## src/rtl/lcd_text_driver_if.sv

```systemverilog
// Application-side bus of lcd_text_driver: screen writes, refresh request,
// status flags and the HD44780 pins.
interface lcd_text_driver_if;
    logic       wr_en;
    logic [4:0] wr_addr;
    logic [7:0] wr_data;
    logic       start;
    logic       busy;
    logic       init_done;
    logic       done;
    logic       lcd_e;
    logic       lcd_rs;
    logic       lcd_rw;
    logic [7:0] lcd_data;

    modport master (
        output wr_en, wr_addr, wr_data, start,
        input  busy, init_done, done, lcd_e, lcd_rs, lcd_rw, lcd_data
    );

    modport slave (
        input  wr_en, wr_addr, wr_data, start,
        output busy, init_done, done, lcd_e, lcd_rs, lcd_rw, lcd_data
    );
endinterface

```

## src/rtl/lcd_text_driver.sv

```systemverilog
// HD44780-style 2x16 LCD driver: 32-byte screen buffer, power-up wait, init and paced refresh.
// Optional macro LCD_AUTO_REFRESH_EN: refresh continuously after init, start ignored.
module lcd_text_driver #(
    parameter int unsigned POWERUP_CYC = 5,
    parameter logic [7:0]  FILL_CHAR   = 8'h20
) (
    input logic              clk_100hz,
    input logic              rst,
    lcd_text_driver_if.slave bus
);
    localparam int unsigned      SCR_DEPTH = 32;
    localparam int unsigned      IDX_W     = 6;
    localparam int unsigned      PWR_W     = (POWERUP_CYC > 1) ? $clog2(POWERUP_CYC) : 1;
    localparam logic [PWR_W-1:0] PWR_LAST  = PWR_W'(POWERUP_CYC - 1);
    localparam logic [IDX_W-1:0] INIT_LAST = IDX_W'(3);
    localparam logic [IDX_W-1:0] LINE2_IDX = IDX_W'(17);
    localparam logic [IDX_W-1:0] TX_LAST   = IDX_W'(33);
`ifdef LCD_AUTO_REFRESH_EN
    localparam bit AUTO_REFRESH = 1'b1;
`else
    localparam bit AUTO_REFRESH = 1'b0;
`endif

    typedef enum logic [1:0] {PWR_WAIT, INIT, IDLE, REFRESH} state_e;

    state_e           state_q;
    logic             strobe_q;
    logic [PWR_W-1:0] pwr_cnt_q;
    logic [IDX_W-1:0] tx_idx_q;
    logic             pending_q;
    logic             busy_q;
    logic             init_done_q;
    logic             done_q;
    logic             lcd_e_q;
    logic             lcd_rs_q;
    logic [7:0]       lcd_data_q;
    logic [7:0]       scr_q [SCR_DEPTH];

    logic [7:0]       wr_byte_c;
    logic [IDX_W-1:0] nxt_idx_c;
    logic             nxt_rs_c;
    logic [7:0]       nxt_byte_c;
    logic [7:0]       nxt_cmd_c;

    // Sanitised write data and the byte for the following transaction
    always_comb begin
        wr_byte_c  = (bus.wr_data < 8'h20 || bus.wr_data > 8'h7E) ? FILL_CHAR : bus.wr_data;
        nxt_idx_c  = tx_idx_q + IDX_W'(1);
        nxt_rs_c   = (nxt_idx_c != LINE2_IDX);
        nxt_byte_c = 8'hC0;
        if (nxt_idx_c < LINE2_IDX) begin
            nxt_byte_c = scr_q[5'(nxt_idx_c - IDX_W'(1))];
        end else if (nxt_idx_c > LINE2_IDX) begin
            nxt_byte_c = scr_q[5'(nxt_idx_c - IDX_W'(2))];
        end
        case (nxt_idx_c[1:0])
            2'd1:    nxt_cmd_c = 8'h0C;
            2'd2:    nxt_cmd_c = 8'h06;
            2'd3:    nxt_cmd_c = 8'h01;
            default: nxt_cmd_c = 8'h38;
        endcase
    end

    // Sequencer: each transaction is a SETUP cycle (e low) then a STROBE cycle (e high)
    always_ff @(posedge clk_100hz or posedge rst) begin
        if (rst) begin
            state_q     <= PWR_WAIT;
            strobe_q    <= 1'b0;
            pwr_cnt_q   <= '0;
            tx_idx_q    <= '0;
            pending_q   <= 1'b0;
            busy_q      <= 1'b1;
            init_done_q <= 1'b0;
            done_q      <= 1'b0;
            lcd_e_q     <= 1'b0;
            lcd_rs_q    <= 1'b0;
            lcd_data_q  <= 8'h00;
            for (int i = 0; i < SCR_DEPTH; i++) begin
                scr_q[i] <= FILL_CHAR;
            end
        end else begin
            done_q <= 1'b0;
            if (bus.wr_en) begin
                scr_q[bus.wr_addr] <= wr_byte_c;
            end
            case (state_q)
                PWR_WAIT: begin
                    if (bus.start) pending_q <= 1'b1;
                    if (pwr_cnt_q == PWR_LAST) begin
                        state_q    <= INIT;
                        tx_idx_q   <= '0;
                        lcd_rs_q   <= 1'b0;
                        lcd_data_q <= 8'h38;
                    end else begin
                        pwr_cnt_q <= pwr_cnt_q + PWR_W'(1);
                    end
                end
                INIT: begin
                    if (bus.start) pending_q <= 1'b1;
                    if (!strobe_q) begin
                        strobe_q <= 1'b1;
                        lcd_e_q  <= 1'b1;
                    end else begin
                        strobe_q <= 1'b0;
                        lcd_e_q  <= 1'b0;
                        if (tx_idx_q == INIT_LAST) begin
                            init_done_q <= 1'b1;
                            pending_q   <= 1'b0;
                            if (AUTO_REFRESH || pending_q || bus.start) begin
                                state_q    <= REFRESH;
                                tx_idx_q   <= '0;
                                lcd_rs_q   <= 1'b0;
                                lcd_data_q <= 8'h80;
                            end else begin
                                state_q <= IDLE;
                                busy_q  <= 1'b0;
                            end
                        end else begin
                            tx_idx_q   <= nxt_idx_c;
                            lcd_data_q <= nxt_cmd_c;
                        end
                    end
                end
                IDLE: begin
                    if (bus.start && !AUTO_REFRESH) begin
                        state_q    <= REFRESH;
                        busy_q     <= 1'b1;
                        tx_idx_q   <= '0;
                        lcd_rs_q   <= 1'b0;
                        lcd_data_q <= 8'h80;
                    end
                end
                REFRESH: begin
                    if (!strobe_q) begin
                        strobe_q <= 1'b1;
                        lcd_e_q  <= 1'b1;
                    end else begin
                        strobe_q <= 1'b0;
                        lcd_e_q  <= 1'b0;
                        if (tx_idx_q == TX_LAST) begin
                            done_q <= 1'b1;
                            if (AUTO_REFRESH) begin
                                tx_idx_q   <= '0;
                                lcd_rs_q   <= 1'b0;
                                lcd_data_q <= 8'h80;
                            end else begin
                                state_q <= IDLE;
                                busy_q  <= 1'b0;
                            end
                        end else begin
                            // Buffer byte is captured here, as its SETUP cycle begins
                            tx_idx_q   <= nxt_idx_c;
                            lcd_rs_q   <= nxt_rs_c;
                            lcd_data_q <= nxt_byte_c;
                        end
                    end
                end
                default: state_q <= PWR_WAIT;
            endcase
        end
    end

    assign bus.busy      = busy_q;
    assign bus.init_done = init_done_q;
    assign bus.done      = done_q;
    assign bus.lcd_e     = lcd_e_q;
    assign bus.lcd_rs    = lcd_rs_q;
    assign bus.lcd_rw    = 1'b0;
    assign bus.lcd_data  = lcd_data_q;
endmodule

```

## src/flat_wrapper.sv

```systemverilog
// flat-port wrapper written by rule: the top's interface ports become plain ports
module lcd_text_driver_flat 
#(
    parameter int unsigned POWERUP_CYC = 5,
    parameter logic [7:0]  FILL_CHAR   = 8'h20
)
  (clk_100hz, rst, bus_wr_en, bus_wr_addr, bus_wr_data, bus_start, bus_busy, bus_init_done, bus_done, bus_lcd_e, bus_lcd_rs, bus_lcd_rw, bus_lcd_data);
  lcd_text_driver_if bus_i ();
  input logic clk_100hz;
  input logic rst;
  input wire logic [$bits(bus_i.wr_en)-1:0] bus_wr_en;
  input wire logic [$bits(bus_i.wr_addr)-1:0] bus_wr_addr;
  input wire logic [$bits(bus_i.wr_data)-1:0] bus_wr_data;
  input wire logic [$bits(bus_i.start)-1:0] bus_start;
  output wire logic [$bits(bus_i.busy)-1:0] bus_busy;
  output wire logic [$bits(bus_i.init_done)-1:0] bus_init_done;
  output wire logic [$bits(bus_i.done)-1:0] bus_done;
  output wire logic [$bits(bus_i.lcd_e)-1:0] bus_lcd_e;
  output wire logic [$bits(bus_i.lcd_rs)-1:0] bus_lcd_rs;
  output wire logic [$bits(bus_i.lcd_rw)-1:0] bus_lcd_rw;
  output wire logic [$bits(bus_i.lcd_data)-1:0] bus_lcd_data;
  assign bus_i.wr_en = bus_wr_en;
  assign bus_i.wr_addr = bus_wr_addr;
  assign bus_i.wr_data = bus_wr_data;
  assign bus_i.start = bus_start;
  assign bus_busy = bus_i.busy;
  assign bus_init_done = bus_i.init_done;
  assign bus_done = bus_i.done;
  assign bus_lcd_e = bus_i.lcd_e;
  assign bus_lcd_rs = bus_i.lcd_rs;
  assign bus_lcd_rw = bus_i.lcd_rw;
  assign bus_lcd_data = bus_i.lcd_data;
  lcd_text_driver #(.POWERUP_CYC(POWERUP_CYC), .FILL_CHAR(FILL_CHAR)) u_core (.clk_100hz(clk_100hz), .rst(rst), .bus(bus_i));
endmodule
```

## config.mk

```make
export PLATFORM = sky130hd
export DESIGN_NAME = lcd_text_driver_flat
export DESIGN_NICKNAME = d
export VERILOG_FILES = /design/src/rtl/lcd_text_driver_if.sv /design/src/rtl/lcd_text_driver.sv /design/src/flat_wrapper.sv
export SDC_FILE = /design/constraint.sdc
export NUM_CORES = 1
export LEC_CHECK = 0
export CORE_MARGIN = 4
export CORE_UTILIZATION = 55
export CTS_BUF_LIST = sky130_fd_sc_hd__clkbuf_8
export DETAILED_ROUTE_END_ITERATION = 10
export HOLD_SLACK_MARGIN = 0.08
export PLACE_DENSITY = 0.71
export SETUP_SLACK_MARGIN = 0.1
export SYNTH_ARGS = -nofsm -noshare
export SYNTH_HDL_FRONTEND = slang
export SYNTH_SLANG_ARGS = --single-unit
```

## constraint.sdc

```tcl
create_clock -name clk_100hz -period 9.4 [get_ports clk_100hz]
set_input_delay 0.94 -clock clk_100hz [delete_from_list [all_inputs] [get_ports clk_100hz]]
set_output_delay 0.94 -clock clk_100hz [all_outputs]
set_load 0.1 [all_outputs]
```

==> run metrics <==
outcome finished, final reports clean; number of synthesized register bits 281; Pleak 7.033 nW; DRC errors left 0; Final Cell Area approximately 16,000 um^2; Worst VDD drop 0.5069 mV; Syn Inst Count roughly 1,300; critical path cell sequence inv_2 > ha_4 > buf_4 > buf_4 > mux4_2 > mux4_2 > mux2_2 > nand3_1 > o211ai_1; Syn Nets approximately 1,300; die area around 30,000 um^2; initial antenna violation count 0; reg2reg start u_core.tx_idx_q[0]$_DFFE_PP0P_; Finished Core Util 0.6014; Setup WS post-layout 4449 ps; Skew-Pair Late Insertion Delay about 560 ps; CP delay by family, top buffers and inverters; Clock Sink Count 281; first-pass GRT wire length between 60,000 and 70,000 um; nets about 1,300; vias in the first global route 10,800; most common cell after layout, fill and taps aside dfrtp_1; worst reg2reg path depth 9; Synth Warn # 0; GPL Wtd Cong 0.8924; RSZ-0062 raised after global routing no; antenna diode count 0; Die H 172.8 um; 1st-pass router iterations 5; Fmax 0.2020 GHz; XOR/XNOR share of the synthesized area 0.009378; Post-CTS Resized 0; CP max stage delay 830 ps; Routed WL 38,920 um; routed vias about 11,000; Hold EP u_core.bus.init_done$_DFFE_PP0P_; Worst Skew approximately 15 ps; Worst Path Buf+Inv 3; Filler cells 2,183; WHS Path Cells 1; Mapped Avg Cell Area ~11 um^2; ys flop type dfrtp_1; Power Density between 300 and 400 nW/um^2; Synth cell types 73; Final Non-Filler Cells 1,682; CP Max Fanout 63; Slowest cell on crit path buf_4; Initial Util 0.5560; # port buffers 29; setup TNS 0 ps; adder and majority gate portion of the synthesized area 0.007536; GRT Util Overall 0.2642; num ports 31; commonest cells after routing, fill and taps aside 247 x dfrtp_1, 243 x nand2_1, 190 x o21ai_0; Final setup viols 0; Reg2Reg Setup Slack 4450 ps; Hold Buf Count CTS 0; reg2reg end u_core.bus.lcd_data[2]$_DFFE_PP0P_; largest family of logic cells by synthesized area multiplexers; CTS tree yes; sequential share of the synthesized area 0.4733; Slew headroom 0.2160; async set-or-reset flop fraction in the synthesized netlist 1.000; Final period util 0.5267; post-DP HPWL between 20,000 and 30,000 um; H-tree level count 2; area share of and/or/nand/nor cells after synthesis 0.1199; post-CTS setup buffers 0; largest net degree at the start of global routing 139; hold path startpoint u_core.bus.init_done$_DFFE_PP0P_; Synth Area in Compound Gates 0.1143; CP endpoint kind flip-flop; CP arrival approximately 5400 ps; fin. max-slew vios 0; CTS Buf Count 46; post-DR vias/cell roughly 6.4; clock buffer depth 3; Fin. Hold Viols 0; drt initial violations 1,131; number of synthesized flops with an enable pin 0; CP Class reg -> reg; Mapped Area 14,940 um^2; drt wl/cell approximately 23 um; Max Cap Viol 0; core box area 26,880 um^2; clock root buffer clkbuf_8; chip width roughly 170 um; Inst Count DP 1,600; post-route antenna net violation count 0; clock-pin slew on the worst setup and hold paths 60 ps; measured slew at the worst slew-check pin roughly 1200 ps; synthesis-to-layout area growth 8.172%; Post-DP Area 15,190 um^2; CP Launch Type flip-flop; Hold WC Path Type reg -> reg; WP data required 9830 ps; worst slack, placed 4412 ps; layout cells sized above 1 0.2177; mux cell area share after synthesis 0.2337; Tmin final 4951 ps; row cnt 60; total grt overflow 0
==> sequential cells by signal, summed over array words and instances (netlist names) <==
| name | cells |
|---|---|
| u_core.bus.busy | 1 |
| u_core.bus.done | 1 |
| u_core.bus.init_done | 1 |
| u_core.bus.lcd_data | 8 |
| u_core.bus.lcd_rs | 1 |
| u_core.pending_q | 1 |
| u_core.pwr_cnt_q | 3 |
| u_core.scr_q | 256 |
| u_core.state_q | 2 |
| u_core.strobe_q | 1 |
| u_core.tx_idx_q | 6 |
==> worst max path at each step <==
stage,start,to,slack [ps],cells past startpoint
4_1_cts,u_core.tx_idx_q[0]$_DFFE_PP0P_,u_core.bus.lcd_data[2]$_DFFE_PP0P_,4400,9
3_3_place_gp,u_core.tx_idx_q[0]$_DFFE_PP0P_,u_core.bus.lcd_data[2]$_DFFE_PP0P_,4490,9
6_report,u_core.tx_idx_q[0]$_DFFE_PP0P_,u_core.bus.lcd_data[2]$_DFFE_PP0P_,4450,9
2_1_floorplan,rst,u_core.bus.done$_DFF_PP0_,760,1
5_1_grt,u_core.tx_idx_q[0]$_DFFE_PP0P_,u_core.bus.lcd_data[7]$_DFFE_PP0P_,4010,9
3_5_place_dp,u_core.tx_idx_q[0]$_DFFE_PP0P_,u_core.bus.lcd_data[2]$_DFFE_PP0P_,4410,9
==> logic make-up (layout without fill, tap and decap cells) <==
logic type | count (synthesis) | after routing
AOI/OAI and AO/OA | 296 | 296
xor gates and xnor gates | 12 | 12
adders and majority gates | 9 | 9
buffers and inverters | 113 | 132
DFF | 281 | 281
muxes | 212 | 212
other | 1 | 1
and+or+nand+nor | 398 | 398
==> where the power goes <==
part	total, mW	internal [mW]	switching (mW)
logic	2.93	1.26	1.66
registers	1.56	1.39	0.170
clock network	1.13	0.625	0.500
total	5.61	3.28	2.33
==> final cells by class <==
| class | instances | area, um^2 | area share |
|---|---|---|---|
| Multi-Input combinational cell | 928 | 7276 | 0.4501 |
| Tap cell | 341 | 426.7 | 0.02640 |
| Timing Repair Buffer | 39 | 365.4 | 0.02260 |
| Clock buffer | 60 | 825.8 | 0.05109 |
| Clock inverter | 22 | 145.1 | 0.008979 |
| Inverter | 11 | 48.80 | 0.003019 |
| Sequential cell | 281 | 7077 | 0.4378 |
==> stage by stage <==
| step | power (mW) | hold WS (ps) |
|---|---|---|
| 2_1_floorplan | 3.953 | 444.6 |
| 3_3_place_gp | 4.470 | 456.8 |
| 3_5_place_dp | 4.510 | 462.6 |
| 4_1_cts | 5.636 | 474.8 |
| 5_1_grt | 5.926 | 493.0 |
| 6_report | 5.613 | 469.5 |
==> synthesized netlist by cell type, drive strengths merged (5+ instances only) <==
| library cell | instances | area share |
|---|---|---|
| a21oi | 30 | 0.010 |
| a31oi | 12 | 0.0050 |
| clkbuf | 53 | 0.013 |
| nand3 | 12 | 0.0040 |
| mux4 | 104 | 0.16 |
| inv | 11 | 0.0028 |
| nor2b | 15 | 0.0063 |
| nand2 | 244 | 0.062 |
| nor3 | 9 | 0.0033 |
| nand4 | 5 | 0.0021 |
| o211ai | 10 | 0.0050 |
| o21ai | 200 | 0.068 |
| nor2 | 47 | 0.012 |
| dfrtp | 248 | 0.42 |
| dfstp | 33 | 0.058 |
| and2 | 36 | 0.015 |
| xnor2 | 7 | 0.0054 |
| mux2i | 56 | 0.038 |
| nor3b | 7 | 0.0035 |
| buf | 49 | 0.026 |
| a211oi | 11 | 0.0062 |
| mux2 | 52 | 0.039 |
| ha | 9 | 0.0075 |
==> routing by layer <==
metal | wire length [um] | global-route usage
met1 | 16090 | 0.3750
met2 | 18270 | 0.4162
met3 | 3196 | 0.05094
met4 | 1350 | 0.08879
met5 | 0 | 0
No activity file was read; power rests on OpenSTA's default activity.
